[config.mk]
export PLATFORM = sky130hd
export DESIGN_NAME = dlc_cfg_tx
export DESIGN_NICKNAME = d
export VERILOG_FILES = /design/src/rtl/dlc_pkg.sv /design/src/rtl/dlc_cfg_tick.sv /design/src/rtl/dlc_cfg_tx.sv
export SDC_FILE = /design/constraint.sdc
export NUM_CORES = 1
export LEC_CHECK = 0
export ABC_AREA = 1
export ABC_CLOCK_PERIOD_IN_PS = 2100
export CORE_ASPECT_RATIO = 0.7
export CORE_MARGIN = 2
export CORE_UTILIZATION = 35
export CTS_CLUSTER_SIZE = 20
export DETAILED_ROUTE_END_ITERATION = 8
export GPL_TIMING_DRIVEN = 0
export PLACE_DENSITY = 0.53
export SLEW_MARGIN = 20
export SYNTH_ARGS = -nofsm -noshare
export SYNTH_HDL_FRONTEND = slang
export SYNTH_SLANG_ARGS = --single-unit
[constraint.sdc]
create_clock -name clk -period 2.1 [get_ports clk]
set_input_delay 0.63 -clock clk [delete_from_list [all_inputs] [get_ports clk]]
set_output_delay 0.63 -clock clk [all_outputs]
set_load 0.02 [all_outputs]
[src/rtl/dlc_pkg.sv]
// Shared definitions for the DLC trim serial path: FSM states and the trim
// frame layout used by both the transmitter and the receiver-side loader.
package dlc_pkg;

  localparam logic [1:0] ST_IDLE  = 2'd0;
  localparam logic [1:0] ST_SHIFT = 2'd1;
  localparam logic [1:0] ST_LATCH = 2'd2;

  typedef enum logic [1:0] {
    IDLE  = ST_IDLE,
    SHIFT = ST_SHIFT,
    LATCH = ST_LATCH
  } state_t;

  localparam int TRIM_W     = 4;
  localparam int TRIM_P_MSB = 7;
  localparam int TRIM_N_MSB = 3;

  function automatic logic [2*TRIM_W-1:0] pack_trim(input logic [TRIM_W-1:0] trim_p,
                                                    input logic [TRIM_W-1:0] trim_n);
    logic [2*TRIM_W-1:0] w;
    w = '0;
    w[TRIM_P_MSB -: TRIM_W] = trim_p;
    w[TRIM_N_MSB -: TRIM_W] = trim_n;
    return w;
  endfunction

endpackage

[src/rtl/dlc_cfg_tick.sv]
// Half-period timer: while enabled, tick is high for one cycle every HALF
// cycles. The count restarts on every tick and whenever clear is high.
module dlc_cfg_tick #(
  parameter int HALF = 4
) (
  input  logic clk,
  input  logic rst_n,
  input  logic en,
  input  logic clear,
  output logic tick
);

  localparam int CW = (HALF > 1) ? $clog2(HALF) : 1;

  logic [CW-1:0] cnt;

  generate
    if (HALF == 1) begin : g_every
      // Every enabled cycle is a phase boundary; the count is never looked at.
      assign tick = en;
    end else begin : g_count
      assign tick = en && (cnt == CW'(HALF - 1));
    end
  endgenerate

  always_ff @(posedge clk or negedge rst_n) begin
    if (!rst_n) begin
      cnt <= '0;
    end else if (clear || tick) begin
      cnt <= '0;
    end else if (en) begin
      cnt <= cnt + CW'(1);
    end
  end

endmodule

[src/rtl/dlc_cfg_tx.sv]
// DLC trim serial transmitter: shifts a parallel frame MSB-first on sdo with a
// divided sclk, then strobes latch for one half-period so the receiver commits.
module dlc_cfg_tx
  import dlc_pkg::*;
#(
  parameter int WIDTH = 8,
  parameter int HALF  = 4
) (
  input  logic             clk,
  input  logic             rst_n,
  input  logic             start,
  input  logic [WIDTH-1:0] data,
  output logic             busy,
  output logic             done,
  output logic             sclk,
  output logic             sdo,
  output logic             latch,
  output state_t           state_dbg
);

  localparam int BW = $clog2(WIDTH + 1);

  // Handshake: start is a request taken only in a cycle where busy is low
  // (IDLE, including the done cycle); data is captured in that same cycle and
  // a request seen while busy is high is dropped, never queued.

  state_t           state;
  logic [WIDTH-1:0] shreg;
  logic [BW-1:0]    bit_cnt;
  logic             tick;
  logic [WIDTH-1:0] shifted;

  assign shifted   = shreg << 1;
  assign state_dbg = state;

  dlc_cfg_tick #(.HALF(HALF)) u_tick (
    .clk   (clk),
    .rst_n (rst_n),
    .en    (state != IDLE),
    .clear (state == IDLE),
    .tick  (tick)
  );

  always_ff @(posedge clk or negedge rst_n) begin
    if (!rst_n) begin
      state   <= IDLE;
      shreg   <= '0;
      bit_cnt <= '0;
      busy    <= 1'b0;
      done    <= 1'b0;
      sclk    <= 1'b0;
      sdo     <= 1'b0;
      latch   <= 1'b0;
    end else begin
      done <= 1'b0;
      case (state)
        IDLE: begin
          if (start) begin
            shreg   <= data;
            sdo     <= data[WIDTH-1];
            bit_cnt <= '0;
            busy    <= 1'b1;
            sclk    <= 1'b0;
            state   <= SHIFT;
          end
        end
        SHIFT: begin
          if (tick) begin
            if (!sclk) begin
              sclk <= 1'b1;
            end else begin
              sclk <= 1'b0;
              if (bit_cnt == BW'(WIDTH - 1)) begin
                // Last bit stays on sdo through the latch window.
                bit_cnt <= '0;
                latch   <= 1'b1;
                state   <= LATCH;
              end else begin
                shreg   <= shifted;
                sdo     <= shifted[WIDTH-1];
                bit_cnt <= bit_cnt + BW'(1);
              end
            end
          end
        end
        LATCH: begin
          if (tick) begin
            latch <= 1'b0;
            busy  <= 1'b0;
            done  <= 1'b1;
            sdo   <= 1'b0;
            shreg <= '0;
            state <= IDLE;
          end
        end
        default: begin
          state <= IDLE;
          busy  <= 1'b0;
          sclk  <= 1'b0;
          sdo   <= 1'b0;
          latch <= 1'b0;
        end
      endcase
    end
  end

endmodule

## Word level (Yosys, flattened, before mapping)

Cells that the tools add are included.

- Register bits: 20
- Input bits: 11
- Output and inout port bits: 7
- Word-level logic and storage cells: 75

- $add $sub $neg: 2
- Eq/ne operators: 10
- Mux-type cells: 37
- Bitwise operators: 3
- Reductions and logical operators: 14

Operators with widths:

| kind | number |
|---|---|
| $mux 7 | 5 |
| $pmux 7 s3 | 1 |
| $mux 4 | 4 |
| $reduce_and 5->1 | 3 |
| $mux 1 | 14 |
| $mux 2 | 7 |
| $pmux 1 s3 | 4 |
| $ne 2x2->1 const B | 4 |
| $pmux 4 s2 | 1 |
| $pmux 2 s3 | 1 |
| $reduce_and 3->1 | 2 |
| $reduce_and 6->1 | 1 |
| $reduce_bool 2->1 | 3 |
| $add 4x1->4 const B | 1 |
| $eq 2x2->1 const B | 2 |
| $eq 4x3->1 const B | 1 |
| $ne 2x1->1 const B | 2 |
| $reduce_and 4->1 | 1 |
| $not 1->1 | 3 |
| $reduce_bool 3->1 | 1 |
| $add 2x1->2 const B | 1 |
| $eq 2x1->1 const B | 1 |
| $logic_not 2->1 | 1 |
| $logic_and 1x1->1 | 1 |
| $logic_or 1x1->1 | 1 |

## Logic depth before layout (Yosys ltp)

- Word-level depth: 5
- Depth in mapped cells: 10
- Mapped depth without buffers: 10

## By module

From an unflattened synthesis, not the netlist that was laid out.

- Cell total of the unflattened synthesis: 160
- Area total of the unflattened synthesis: 1305.0 um^2

Modules (own cells, without submodules):

| module | times used | cells each | area each (um^2) | seq. area each (um^2) |
|---|---|---|---|---|
| dlc_cfg_tx | 1 | 144 | 1192.4 | 450.4 |
| dlc_cfg_tick | 1 | 16 | 112.6 | 50.0 |

## Least setup slack after synthesis

No wires, ideal clock.

- Path kind: register to register
- Start: register state[0], in the netlist state_dbg[0]
- End: register shreg[1]
- Library setup time: 65 ps
- Data arrival time: 1517 ps
- Required time: 2035 ps
- Path slack: 517 ps
- Stages on the path, launching flop included: 8
- Path buffers: 1
- Clock period less this slack: 1583 ps
- Cell sequence: dfrtp_1 inv_1 ha_1 buf_1 nand2_1 o22ai_1 nand3_1 nand2_1

- Word-level cells in the longest chain between the ends: 4
- Elaborated cells on any way between the ends: 13
- Those cells by class: eq/ne (7); mux (1); reduce/logical (5)

Ends and longest elaborated chain:

| item | line | RTL |
|---|---|---|
| start, declared | dlc_cfg_tx.sv:27 | `state_t state;` |
| start signal, assigned | dlc_cfg_tx.sv:46 | `state <= IDLE;` |
| start signal, assigned | dlc_cfg_tx.sv:64 | `state <= SHIFT;` |
| start signal, assigned | dlc_cfg_tx.sv:77 | `state <= LATCH;` |
| $reduce_bool 2->1 | dlc_cfg_tx.sv:39 | `.en (state != IDLE),` |
| $logic_and 1x1->1 | dlc_cfg_tick.sv:22 | `assign tick = en && (cnt == CW'(HALF - 1));` |
| $ne 2x1->1 (no line) | - |  |
| $reduce_and 6->1 (no line) | - |  |
| end signal, assigned | dlc_cfg_tx.sv:59 | `shreg <= data;` |
| end signal, assigned | dlc_cfg_tx.sv:79 | `shreg <= shifted;` |
| end, declared | dlc_cfg_tx.sv:28 | `logic [WIDTH-1:0] shreg;` |

Several ways; a longest one is shown, not always the timed one.
A chain may end at the register's enable or synchronous reset.

## Worst setup path after layout

- Start: register state[1], in the netlist state_dbg[1]
- End: output port state_dbg[1]

RTL lines:

| item | line | RTL |
|---|---|---|
| end, declared | dlc_cfg_tx.sv:18 | `output state_t state_dbg` |

No word-level cell between the ends.

==> results.txt <==
The flow ran to the end, and the final reports show no timing, DRC or antenna violations. In the global route stage, overall resource usage came out at 0.152. The via count came out at ~1,000.

The floorplan has 17 rows. For this design the static power due to leakage is 0.000767 uW. The worst path in the final design needs a cycle of 1.94 ns, including I/O delays and setup. Clock tree synthesis inserted a total of 3 buffers.

Clock-pin slew was measured on the worst setup and hold paths at 0.07 ns. The floorplan die area is 0.00390 sq mm. Counting every net in the synthesized netlist gives 164.

0 antenna diodes ended up in the layout. The sequential area share after synthesis came out at 0.419. Data on the critical path is required at its endpoint by 1.47 ns. The CTS H-tree depth came out at 1.

Setup repair after global routing left no endpoint under its margin. The CTS sink count came out at 20. The slowest stage of the critical path belongs to the cell clkdlybuf4s50_1. Measured in cells, the most critical reg-to-reg path has a length of 7.

On the worst path, the slowest cell contributes a delay of 0.63 ns. The initial utilization of the core area, before any placement, comes to 0.372. The maximum number of buffers from clock root to sink is 2. The minimum setup slack among reg-to-reg paths came out at 0.29 ns.

The measured slew at the worst slew-check pin is ~0.95 ns. The via count of the first global-routing pass came out at 964. The number of antenna-violating nets in the routed design is 0. The vertical extent of the die came out at 52.9 microns. Pin placement for this block handled 18 I/O pins. The post-route DRC violation count came out at 0. The number of instances in the synthesized netlist is 146. The core area is between 0.003 and 0.004 sq mm. The peak supply drop is between 0.6 and 0.7 mV.

The worst relative slew slack is 0.363. The fraction of synthesized cell area taken by the top area cell type came out at 0.419. In this run the most critical hold path is launched from u_tick.cnt[0].

The number of maximum-capacitance constraint violations came out at 0. Counting instances, the worst hold path has a depth of 1. CTS placed an instance of clkbuf_8 at the clock tree root. The number of nets in the layout came out at roughly 190.

The first-pass detailed-route iteration total is 4. The tightest min-delay check is of the reg -> reg type. In the post-synthesis netlist, the biggest area contributors are dfrtp_1 42%, nand2_1 13%, ha_1 7.3%. The number of failing setup endpoints in the final timing report came out at 0.

The number of hold violations in the final report came out at 0. STA classifies the critical path startpoint as a flip-flop. For this run, the number of Yosys warnings is 0.

The floorplan die width is about 74 microns. Synthesis instantiated 24 different standard cells from the library. The congestion estimate from routability-driven global placement came to 0.808. The biggest area contributor in the post-synthesis netlist is dfrtp_1. The buffers plus inverters on the worst setup path is 1. The library cell used most frequently in the layout, excluding fill and tap cells, is nand2_1.

The startpoint of the worst-slack reg-to-reg timing path is state_dbg[0]. The global-route wire length before repair came out at 4370 microns. Using the TritonRoute via totals, the vias-per-cell ratio works out to around 4.8.

The post-CTS setup repair buffer count came out at 0. The worst register-to-register path ends at shreg[2]. The synthesis-stage register bit count came out at 20.

The worst hold path terminates at u_tick.cnt[0]. From synthesis to final layout, the design area changed by 22.6%. The largest net degree at the start of global routing is 21. The cell area after technology mapping is around 0.0012 sq mm. Setup total negative slack on the finished layout was measured at 0 ns. The start-to-end type of the worst setup path is reg -> out.

The arrival time at the worst endpoint came out at 1.31 ns. STA classifies the critical path endpoint as an output port. TritonCTS built the clock tree. For this design the ratio of total power to cell area is 1380 mW/mm^2. The signal on the critical path passes through clkdlybuf4s50_1. The sum of overflow across all layers after global routing came out at 0. The starting DRC count in detailed routing came out at 42. The portion of the clock cycle consumed by the worst path in the final layout came out at 0.925. The clock reaches the later pin of the worst-skew pair after approximately 0.26 ns. The final clock skew came out at 0.00322 ns. The number of instances in the placed design is 210.

Dividing the detail-routed wire length by the instance count gives about 12 microns. The number of antenna violations at the first check in global routing is 0. The overall routed net length came out at between 2000 and 3000 microns.

The number of gates resized after cts came out at 0. The count of final max-slew check failures is 0. Static timing analysis puts the maximum clock frequency at roughly 0.51 GHz. The number of buffers inserted for hold repair after clock tree synthesis came out at 0. In the final layout, the share of cells above drive strength 1 is 0.0843. The detailed-placement wirelength estimate came out at between 1500 and 2000 microns. Of all nets on the critical path, the largest fanout is 5.

The count of cells in the finished layout, fillers not included, comes to 213. The kind of cell with the highest combined delay on the critical path is buffers and inverters. A synthesized cell averages 8.18 sq um. The number of input and output port buffers inserted is 17.

The top cell types in the final layout, fill and taps aside, are 41 x nand2_1, 23 x inv_1, 20 x dfrtp_1, 17 x clkdlybuf4s50_1, 15 x nand3_1.
[worst max-delay path by stage]
stage	startpoint	end	slack (ns)	depth (start not counted)
2_1_floorplan	state_dbg[0]	shreg[1]	0.52	7
3_3_place_gp	start	shreg[2]	0.11	8
3_5_place_dp	start	shreg[2]	0.07	8
4_1_cts	state_dbg[1]	state_dbg[1]	0.13	1
5_1_grt	state_dbg[1]	state_dbg[1]	0.07	1
6_report	state_dbg[1]	state_dbg[1]	0.16	1
[state kept, by name, indices dropped and copies added (netlist names)]
register,count
state_dbg,2
busy,1
sclk,1
sdo,1
latch,1
u_tick.cnt,2
bit_cnt,4
done,1
shreg,7
[through the flow]
step                      cell area, sq um  power (uW)  hold WS (ns)  setup WS [ns]   util
after detailed placement              1420        1780         0.430         0.0651  0.443
final                                 1470        2020         0.447          0.157  0.456
after global placement                1420        1760         0.423          0.107  0.443
after CTS                             1470        2040         0.442          0.131  0.456
after floorplan                       1190        1450         0.334          0.517      -
after global routing                  1470        2220         0.458         0.0710  0.456
[cell type report]
| type | instances | area (sq um) |
|---|---|---|
| Fill cell | 328 | 1750 |
| Multi-Input combinational cell | 99 | 586 |
| Sequential cell | 20 | 500 |
| Timing Repair Buffer | 17 | 170 |
| Inverter | 25 | 93.8 |
| Tap cell | 47 | 58.8 |
| Clock buffer | 3 | 41.3 |
| Buffer | 2 | 15.0 |
[report_power, final]
| part | total [uW] | internal [uW] | switching [uW] | leakage [uW] |
|---|---|---|---|---|
| Sequential | 589 | 520 | 69.2 | 0.000261 |
| Combinational | 1190 | 444 | 742 | 0.000484 |
| Clock | 247 | 128 | 119 | 0.0000216 |
| Total | 2020 | 1090 | 931 | 0.000767 |
[Yosys cell counts]
cell	count
o21bai_1	7
nand4_1	1
nor3b_1	2
nand3_1	15
o21ai_0	3
nand3_2	2
nor2_8	1
o21a_1	1
inv_2	2
buf_6	1
ha_1	7
nand3b_1	1
nand2_4	3
nand2_1	41
nor2_4	1
o22ai_1	6
inv_1	23
dfrtp_1	20
o21ai_1	1
o21ai_2	1
nor2_1	4
nor3_1	1
xor2_1	1
buf_1	1
[cells by family after synthesis]
group | count (synthesis) | synth area share
buf+inv | 27 | 0.0911
flops | 20 | 0.419
xor+xnor | 1 | 0.00733
fa+ha+maj | 7 | 0.0733
simple gates | 72 | 0.304
compound gates | 19 | 0.106
[routing by layer]
metal | wire, microns | global-route usage | vias to the layer above
li1 | - | - | 508
met1 | 1370 | 0.208 | 483
met2 | 1060 | 0.229 | 18
met3 | 113 | 0.0457 | 4
met4 | 23 | 0.0455 | 0
met5 | 0 | 0 | -
(Power assumes the default switching activity.)
